### src/rtl/img_mem_pkg.sv
// Shared image-memory definitions used by the display, processing and arbiter blocks.
// Geometry, pixel format and the owner tag that routes read responses.
package img_mem_pkg;

  localparam int IMG_W     = 320;
  localparam int IMG_H     = 240;
  localparam int IMG_DEPTH = IMG_W * IMG_H;
  localparam int PIX_W     = 12;
  localparam int ADDR_W    = $clog2(IMG_DEPTH);

  typedef enum logic {
    OWN_D = 1'b0,
    OWN_P = 1'b1
  } owner_e;

  typedef struct packed {
    logic   valid;
    owner_e owner;
    logic   oob;
  } rd_tag_t;

endpackage

### src/rtl/image_bram_arbiter_if.sv
// Request/response and BRAM-side signals of the image BRAM arbiter.
// slave = arbiter view, master = requesters plus BRAM view.
interface image_bram_arbiter_if #(
  parameter int ADDR_W = img_mem_pkg::ADDR_W,
  parameter int DATA_W = img_mem_pkg::PIX_W
);

  logic              d_req;
  logic [ADDR_W-1:0] d_addr;
  logic              d_gnt;
  logic              d_rsp_valid;
  logic [DATA_W-1:0] d_rsp_data;

  logic              p_req;
  logic              p_we;
  logic [ADDR_W-1:0] p_addr;
  logic [DATA_W-1:0] p_wdata;
  logic              p_gnt;
  logic              p_rsp_valid;
  logic [DATA_W-1:0] p_rsp_data;

  logic [ADDR_W-1:0] bram_addr;
  logic              bram_we;
  logic [DATA_W-1:0] bram_wdata;
  logic [DATA_W-1:0] bram_rdata;

  modport slave (
    input  d_req, d_addr,
    output d_gnt, d_rsp_valid, d_rsp_data,
    input  p_req, p_we, p_addr, p_wdata,
    output p_gnt, p_rsp_valid, p_rsp_data,
    output bram_addr, bram_we, bram_wdata,
    input  bram_rdata
  );

  modport master (
    output d_req, d_addr,
    input  d_gnt, d_rsp_valid, d_rsp_data,
    output p_req, p_we, p_addr, p_wdata,
    input  p_gnt, p_rsp_valid, p_rsp_data,
    input  bram_addr, bram_we, bram_wdata,
    output bram_rdata
  );

endinterface

### src/rtl/img_rd_tag_pipe.sv
// Two-stage read tag pipeline aligned with the BRAM's registered read;
// steers the returning pixel to the port that issued the read.
module img_rd_tag_pipe import img_mem_pkg::*; #(
  parameter int DATA_W = 12
) (
  input  logic              clk,
  input  logic              rst_n,
  input  logic              iss_rd_i,
  input  owner_e            iss_owner_i,
  input  logic              iss_oob_i,
  input  logic [DATA_W-1:0] bram_rdata_i,
  output logic              d_rsp_valid_o,
  output logic [DATA_W-1:0] d_rsp_data_o,
  output logic              p_rsp_valid_o,
  output logic [DATA_W-1:0] p_rsp_data_o
);

  rd_tag_t           stage1_q, stage1_d;
  rd_tag_t           stage2_q, stage2_d;
  logic [DATA_W-1:0] rsp_data;

  always_comb begin
    stage1_d       = '0;
    stage1_d.valid = iss_rd_i;
    stage1_d.owner = iss_owner_i;
    stage1_d.oob   = iss_oob_i;
    stage2_d       = stage1_q;
  end

  always_ff @(posedge clk or negedge rst_n) begin
    if (!rst_n) begin
      stage1_q <= '0;
      stage2_q <= '0;
    end else begin
      stage1_q <= stage1_d;
      stage2_q <= stage2_d;
    end
  end

  // Out-of-range reads never touched real memory, so their data is forced to zero.
  always_comb begin
    rsp_data      = stage2_q.oob ? '0 : bram_rdata_i;
    d_rsp_valid_o = stage2_q.valid && (stage2_q.owner == OWN_D);
    p_rsp_valid_o = stage2_q.valid && (stage2_q.owner == OWN_P);
    d_rsp_data_o  = d_rsp_valid_o ? rsp_data : '0;
    p_rsp_data_o  = p_rsp_valid_o ? rsp_data : '0;
  end

endmodule

### src/rtl/image_bram_arbiter.sv
// Single-port image BRAM shared between display fetch (D, priority) and the
// processing engine (P), with a starvation guard that forces periodic P grants.
module image_bram_arbiter #(
  parameter int ADDR_W       = 17,
  parameter int DATA_W       = 12,
  parameter int DEPTH        = 76800,
  parameter int STARVE_LIMIT = 8
) (
  input  logic                 clk,
  input  logic                 rst_n,
  image_bram_arbiter_if.slave  arb,
  output logic                 err_oob_o
);

  import img_mem_pkg::*;

  localparam int CNT_W = 8;
  localparam logic [CNT_W-1:0] LIMIT = CNT_W'(STARVE_LIMIT);

  logic              run_q;
  logic [CNT_W-1:0]  starve_cnt_q, starve_cnt_d;
  logic [ADDR_W-1:0] bram_addr_q, bram_addr_d;
  logic              bram_we_q, bram_we_d;
  logic [DATA_W-1:0] bram_wdata_q, bram_wdata_d;
  logic              err_oob_q, err_oob_d;

  logic              d_gnt, p_gnt, starved, issue;
  logic [ADDR_W-1:0] iss_addr;
  logic              iss_oob, iss_rd;
  owner_e            iss_owner;

  // run_q keeps both grants low until the first clock after reset release.
  always_comb begin
    starved = (starve_cnt_q == LIMIT);
    d_gnt   = 1'b0;
    p_gnt   = 1'b0;
    if (run_q) begin
      if (arb.d_req && !(arb.p_req && starved)) begin
        d_gnt = 1'b1;
      end else if (arb.p_req) begin
        p_gnt = 1'b1;
      end
    end
  end

  always_comb begin
    issue     = d_gnt || p_gnt;
    iss_addr  = p_gnt ? arb.p_addr : arb.d_addr;
    iss_oob   = (32'(iss_addr) >= 32'(DEPTH));
    iss_rd    = issue && !(p_gnt && arb.p_we);
    iss_owner = p_gnt ? OWN_P : OWN_D;
  end

  always_comb begin
    starve_cnt_d = starve_cnt_q;
    if (!run_q || !arb.p_req || p_gnt) begin
      starve_cnt_d = '0;
    end else if (!starved) begin
      starve_cnt_d = starve_cnt_q + 1'b1;
    end

    bram_addr_d  = bram_addr_q;
    bram_wdata_d = bram_wdata_q;
    bram_we_d    = 1'b0;
    err_oob_d    = err_oob_q;
    if (issue) begin
      bram_addr_d = iss_addr;
      if (iss_oob) begin
        err_oob_d = 1'b1;
      end
      if (p_gnt && arb.p_we) begin
        bram_wdata_d = arb.p_wdata;
        bram_we_d    = !iss_oob;
      end
    end
  end

  always_ff @(posedge clk or negedge rst_n) begin
    if (!rst_n) begin
      run_q        <= 1'b0;
      starve_cnt_q <= '0;
      bram_addr_q  <= '0;
      bram_we_q    <= 1'b0;
      bram_wdata_q <= '0;
      err_oob_q    <= 1'b0;
    end else begin
      run_q        <= 1'b1;
      starve_cnt_q <= starve_cnt_d;
      bram_addr_q  <= bram_addr_d;
      bram_we_q    <= bram_we_d;
      bram_wdata_q <= bram_wdata_d;
      err_oob_q    <= err_oob_d;
    end
  end

  logic              d_rsp_valid, p_rsp_valid;
  logic [DATA_W-1:0] d_rsp_data, p_rsp_data;

  img_rd_tag_pipe #(
    .DATA_W (DATA_W)
  ) u_tag_pipe (
    .clk           (clk),
    .rst_n         (rst_n),
    .iss_rd_i      (iss_rd),
    .iss_owner_i   (iss_owner),
    .iss_oob_i     (iss_oob),
    .bram_rdata_i  (arb.bram_rdata),
    .d_rsp_valid_o (d_rsp_valid),
    .d_rsp_data_o  (d_rsp_data),
    .p_rsp_valid_o (p_rsp_valid),
    .p_rsp_data_o  (p_rsp_data)
  );

  assign arb.d_gnt       = d_gnt;
  assign arb.p_gnt       = p_gnt;
  assign arb.d_rsp_valid = d_rsp_valid;
  assign arb.d_rsp_data  = d_rsp_data;
  assign arb.p_rsp_valid = p_rsp_valid;
  assign arb.p_rsp_data  = p_rsp_data;
  assign arb.bram_addr   = bram_addr_q;
  assign arb.bram_we     = bram_we_q;
  assign arb.bram_wdata  = bram_wdata_q;
  assign err_oob_o       = err_oob_q;

endmodule

### src/flat_wrapper.sv
// flat-port wrapper written by rule: the top's interface ports become plain ports
module image_bram_arbiter_flat import img_mem_pkg::*;
#(
  parameter int ADDR_W       = 17,
  parameter int DATA_W       = 12,
  parameter int DEPTH        = 76800,
  parameter int STARVE_LIMIT = 8
)
  (clk, rst_n, err_oob_o, arb_d_req, arb_d_addr, arb_d_gnt, arb_d_rsp_valid, arb_d_rsp_data, arb_p_req, arb_p_we, arb_p_addr, arb_p_wdata, arb_p_gnt, arb_p_rsp_valid, arb_p_rsp_data, arb_bram_addr, arb_bram_we, arb_bram_wdata, arb_bram_rdata);
  image_bram_arbiter_if #(.ADDR_W(ADDR_W), .DATA_W(DATA_W)) arb_i ();
  input  logic clk;
  input  logic rst_n;
  output logic err_oob_o;
  input wire logic [$bits(arb_i.d_req)-1:0] arb_d_req;
  input wire logic [$bits(arb_i.d_addr)-1:0] arb_d_addr;
  output wire logic [$bits(arb_i.d_gnt)-1:0] arb_d_gnt;
  output wire logic [$bits(arb_i.d_rsp_valid)-1:0] arb_d_rsp_valid;
  output wire logic [$bits(arb_i.d_rsp_data)-1:0] arb_d_rsp_data;
  input wire logic [$bits(arb_i.p_req)-1:0] arb_p_req;
  input wire logic [$bits(arb_i.p_we)-1:0] arb_p_we;
  input wire logic [$bits(arb_i.p_addr)-1:0] arb_p_addr;
  input wire logic [$bits(arb_i.p_wdata)-1:0] arb_p_wdata;
  output wire logic [$bits(arb_i.p_gnt)-1:0] arb_p_gnt;
  output wire logic [$bits(arb_i.p_rsp_valid)-1:0] arb_p_rsp_valid;
  output wire logic [$bits(arb_i.p_rsp_data)-1:0] arb_p_rsp_data;
  output wire logic [$bits(arb_i.bram_addr)-1:0] arb_bram_addr;
  output wire logic [$bits(arb_i.bram_we)-1:0] arb_bram_we;
  output wire logic [$bits(arb_i.bram_wdata)-1:0] arb_bram_wdata;
  input wire logic [$bits(arb_i.bram_rdata)-1:0] arb_bram_rdata;
  assign arb_i.d_req = arb_d_req;
  assign arb_i.d_addr = arb_d_addr;
  assign arb_d_gnt = arb_i.d_gnt;
  assign arb_d_rsp_valid = arb_i.d_rsp_valid;
  assign arb_d_rsp_data = arb_i.d_rsp_data;
  assign arb_i.p_req = arb_p_req;
  assign arb_i.p_we = arb_p_we;
  assign arb_i.p_addr = arb_p_addr;
  assign arb_i.p_wdata = arb_p_wdata;
  assign arb_p_gnt = arb_i.p_gnt;
  assign arb_p_rsp_valid = arb_i.p_rsp_valid;
  assign arb_p_rsp_data = arb_i.p_rsp_data;
  assign arb_bram_addr = arb_i.bram_addr;
  assign arb_bram_we = arb_i.bram_we;
  assign arb_bram_wdata = arb_i.bram_wdata;
  assign arb_i.bram_rdata = arb_bram_rdata;
  image_bram_arbiter #(.ADDR_W(ADDR_W), .DATA_W(DATA_W), .DEPTH(DEPTH), .STARVE_LIMIT(STARVE_LIMIT)) u_core (.clk(clk), .rst_n(rst_n), .arb(arb_i), .err_oob_o(err_oob_o));
endmodule
### config.mk
export PLATFORM = sky130hd
export DESIGN_NAME = image_bram_arbiter_flat
export DESIGN_NICKNAME = d
export VERILOG_FILES = /design/src/rtl/img_mem_pkg.sv /design/src/rtl/image_bram_arbiter_if.sv /design/src/rtl/img_rd_tag_pipe.sv /design/src/rtl/image_bram_arbiter.sv /design/src/flat_wrapper.sv
export SDC_FILE = /design/constraint.sdc
export NUM_CORES = 1
export LEC_CHECK = 0
export CAP_MARGIN = 20
export CORE_MARGIN = 2
export CORE_UTILIZATION = 42
export CTS_BUF_LIST = sky130_fd_sc_hd__clkbuf_16
export DETAILED_ROUTE_END_ITERATION = 8
export PLACE_DENSITY = 0.86
export SLEW_MARGIN = 20
export SYNTH_ARGS = -nofsm -noshare
export SYNTH_HDL_FRONTEND = slang
export SYNTH_SLANG_ARGS = --single-unit
### constraint.sdc
create_clock -name clk -period 3 [get_ports clk]
set_clock_uncertainty 0.2 [all_clocks]
set_input_delay 0.6 -clock clk [delete_from_list [all_inputs] [get_ports clk]]
set_output_delay 0.6 -clock clk [all_outputs]
set_load 0.01 [all_outputs]
==> flow_summary.json <==
{
  "cts_tree": "yes",
  "synth_top_area_share_pct": 51.51,
  "synth_top_area_cell": "dfrtp_1",
  "rsz0062_at_grt": "no",
  "cap_viol_max_count": 0,
  "hold_path.class": "input pin to async pin",
  "hold_viol_final": 0,
  "cts_inserted_buffers": 5,
  "ys_seq_area_share_pct": 51.51,
  "wl_per_cell_um": 15.53,
  "slew-limit-headroom_pct": 60.40,
  "dieArea_mm2": 0.005920,
  "yosys.cell_types.count": 32,
  "required_ns": 2.20,
  "drt_pass1_iterations": 4,
  "setup_violations": 0,
  "grt-ovfl-total": 0,
  "slew_violations": 0,
  "core_area_mm2": 0.005107,
  "vdd_drop_max_mv": 0.3762,
  "cp.arrival_ns": 2.06,
  "synth.cell_area_mm2": 0.002235,
  "drt_iter0_drc": 74,
  "r2r_cells": 6,
  "start_kind": "input pin",
  "cts_hold_buf": 0,
  "status": "complete, no violations",
  "power.leakage_nw": 1.604,
  "dieHeight_um": 76.94,
  "clock_path_buffers": 2,
  "clkSlewWorstSetupHoldPaths_ns": 0.06,
  "finalPower_mw": 1.900,
  "antennaDiodeCount": 0,
  "via_per_inst": 5.121,
  "grt_max_degree": 26,
  "vias": 2079,
  "drcViolationCount": 0,
  "worst_pin_slew_ns": 0.5940,
  "fmax_mhz": 350.0,
  "power_density_mw_per_mm2": 515.1,
  "area_delta_synth_final_pct": 65.12,
  "async_reset_ff_share_pct": 100.0,
  "h-tree-depth": 2,
  "synthCells": 213,
  "final_net_count": 400,
  "antenna_found_initial": 0,
  "yosysMostFrequentCell": "dfrtp_1",
  "final_antenna_net_count": 0,
  "yosys_warnings": 0,
  "clock-sinks": 46,
  "fin_setup_tns_ns": 0,
  "numPortBuffers": 121,
  "first_global_vias": 2079,
  "synth_area_leaders": "dfrtp_1 (52%), a221o_1 (7.6%), mux2_4 (6.0%), nor2_1 (5.7%), a21oi_1 (4.3%)",
  "num_rows": 26,
  "synth_edf_count": 0,
  "grt_usage_pct": 21.39,
  "synth_fp_nets": 278,
  "wl_um": 6306,
  "final_util_pct": 72.24,
  "worstSkewPairLatency_ns": 0.28,
  "synth_common_cells": "dfrtp_1 (46), nor2_1 (34), a21oi_1 (19)",
  "path_class": "input pin to output pin",
  "synth_flop_cell": "dfrtp_1",
  "layout_min_cycle_time_ns": 2.857,
  "end_kind": "output pin",
  "ys_ff_latch": 46,
  "cts-root-buf": "clkbuf_16",
  "post-route-period-util_pct": 95.23,
  "crit_path_max_fanout": 2,
  "r2r_slack_ns": 0.55,
  "num_io_pins": 122,
  "die_w_um": 76.94,
  "drive_gt1_share_pct": 9.226,
  "grt_pass1_wl_um": 10070,
  "initial_core_util_pct": 43.75,
  "post-dp-hpwl_um": 4857,
  "syn_avg_cell_area_um2": 10.49,
  "gp_congestion": 0.7322
}
[critical path: stages]
cell and delay (ns):
clkdlybuf4s50_1 0.49, nand4b_1 0.16, o21ai_4 0.18, buf_4 0.12, nor2_1 0.03, clkdlybuf4s50_1 0.46
[timing repair]
item,4_1_cts,5_1_grt
setup buffers,0,0
resized for setup,0,1
setup endpoints to repair,0,1
[worst paths after layout]
| path | from | end |
|---|---|---|
| setup / recovery | arb_p_req | arb_d_gnt |
| hold / removal | rst_n | u_core.run_q$_DFF_PN0_ |
| setup reg to reg | u_core.starve_cnt_q[4]$_DFFE_PN0P_ | u_core.arb.bram_wdata[0]$_DFFE_PN0P_ |
| hold reg to reg | u_core.u_tag_pipe.stage1_q[2]$_DFF_PN0_ | u_core.u_tag_pipe.stage2_q[2]$_DFF_PN0_ |
| max in group asynchronous | rst_n | u_core.u_tag_pipe.stage2_q[1]$_DFF_PN0_ |
| min in group clk | u_core.u_tag_pipe.stage1_q[2]$_DFF_PN0_ | u_core.u_tag_pipe.stage2_q[2]$_DFF_PN0_ |
[cells in the final DEF (no fill, tap or decap)]
master             n
a21boi_0           1
nand3_4            1
o21ai_4            1
clkinv_1           1
o21ai_0            1
o31ai_1            1
a211oi_1           1
dfrtp_1           46
o21a_1             1
a21oi_1           19
nand2_1           18
nand3_1            7
nand2b_1          14
a221o_1           17
bufinv_16          2
and3_1             2
dlymetal6s2s_1     1
mux2_2             3
xor2_1             5
buf_2              1
conb_1             1
o21ai_1            1
or4_4              1
clkdlybuf4s50_1  119
nand4b_1           1
buf_4              8
mux2_4             9
and2_1             2
ha_1               2
nor2_1            34
clkbuf_16          5
o311ai_0           1
nor2b_1            1
inv_1              7
xnor2_1            1
[power breakdown]
part           total (mW)  switching [mW]  internal (mW)
combinational       0.466           0.172          0.294
sequential          0.742          0.0464          0.695
clock               0.692           0.218          0.474
total                1.90           0.437           1.46
[cell families after synthesis]
kind of cell             after synthesis  synth area share (%)
AO/OA/AOI/OAI                         44                 14.78
XOR/XNOR                               6                 2.352
adder cells (fa/ha/maj)                2                 1.120
buffers and inverters                 21                 5.208
flip-flops                            46                 51.51
multiplexers                          12                 7.559
other                                  1                0.1678
AND/OR/NAND/NOR                       81                 17.30
[metrics by stage]
step | hold WS, ns | instances | setup WS [ns] | cell area, um^2
6_report | 0.1049 | 406 | 0.1432 | 3690
5_1_grt | 0.1544 | 406 | 0.07079 | 3690
4_1_cts | 0.1213 | 406 | 0.02247 | 3687
3_5_place_dp | 0.1373 | 398 | 0.03370 | 3498
3_3_place_gp | 0.1318 | 398 | 0.05028 | 3498
2_1_floorplan | 0.1044 | 213 | 0.7309 | 2235
[layout make-up]
cell class | instances | area, um^2
fillers | 363 | 1418
well taps | 70 | 87.58
clock buffers | 5 | 125.1
repair buffers | 129 | 1269
inverters | 7 | 26.28
multi-input cells | 146 | 967.2
flip-flops and latches | 46 | 1151
clock inverters | 3 | 63.81
[metal layers]
layer,part of all wire (%),GRT usage [%],vias up
met5,0,0,-
li1,-,-,976
met3,7.4,4.941,7
met4,1.0,4.727,0
met2,50,38.95,104
met1,41,25.57,992
[registers in the layout, indices dropped and copies added, names as in the netlist]
name                        flops
u_core.arb.bram_addr           17
u_core.arb.bram_wdata          12
u_core.arb.bram_we              1
u_core.starve_cnt_q             8
u_core.err_oob_o                1
u_core.run_q                    1
u_core.u_tag_pipe.stage2_q      3
u_core.u_tag_pipe.stage1_q      3
Note: power is estimated with default switching activity, not from simulation.
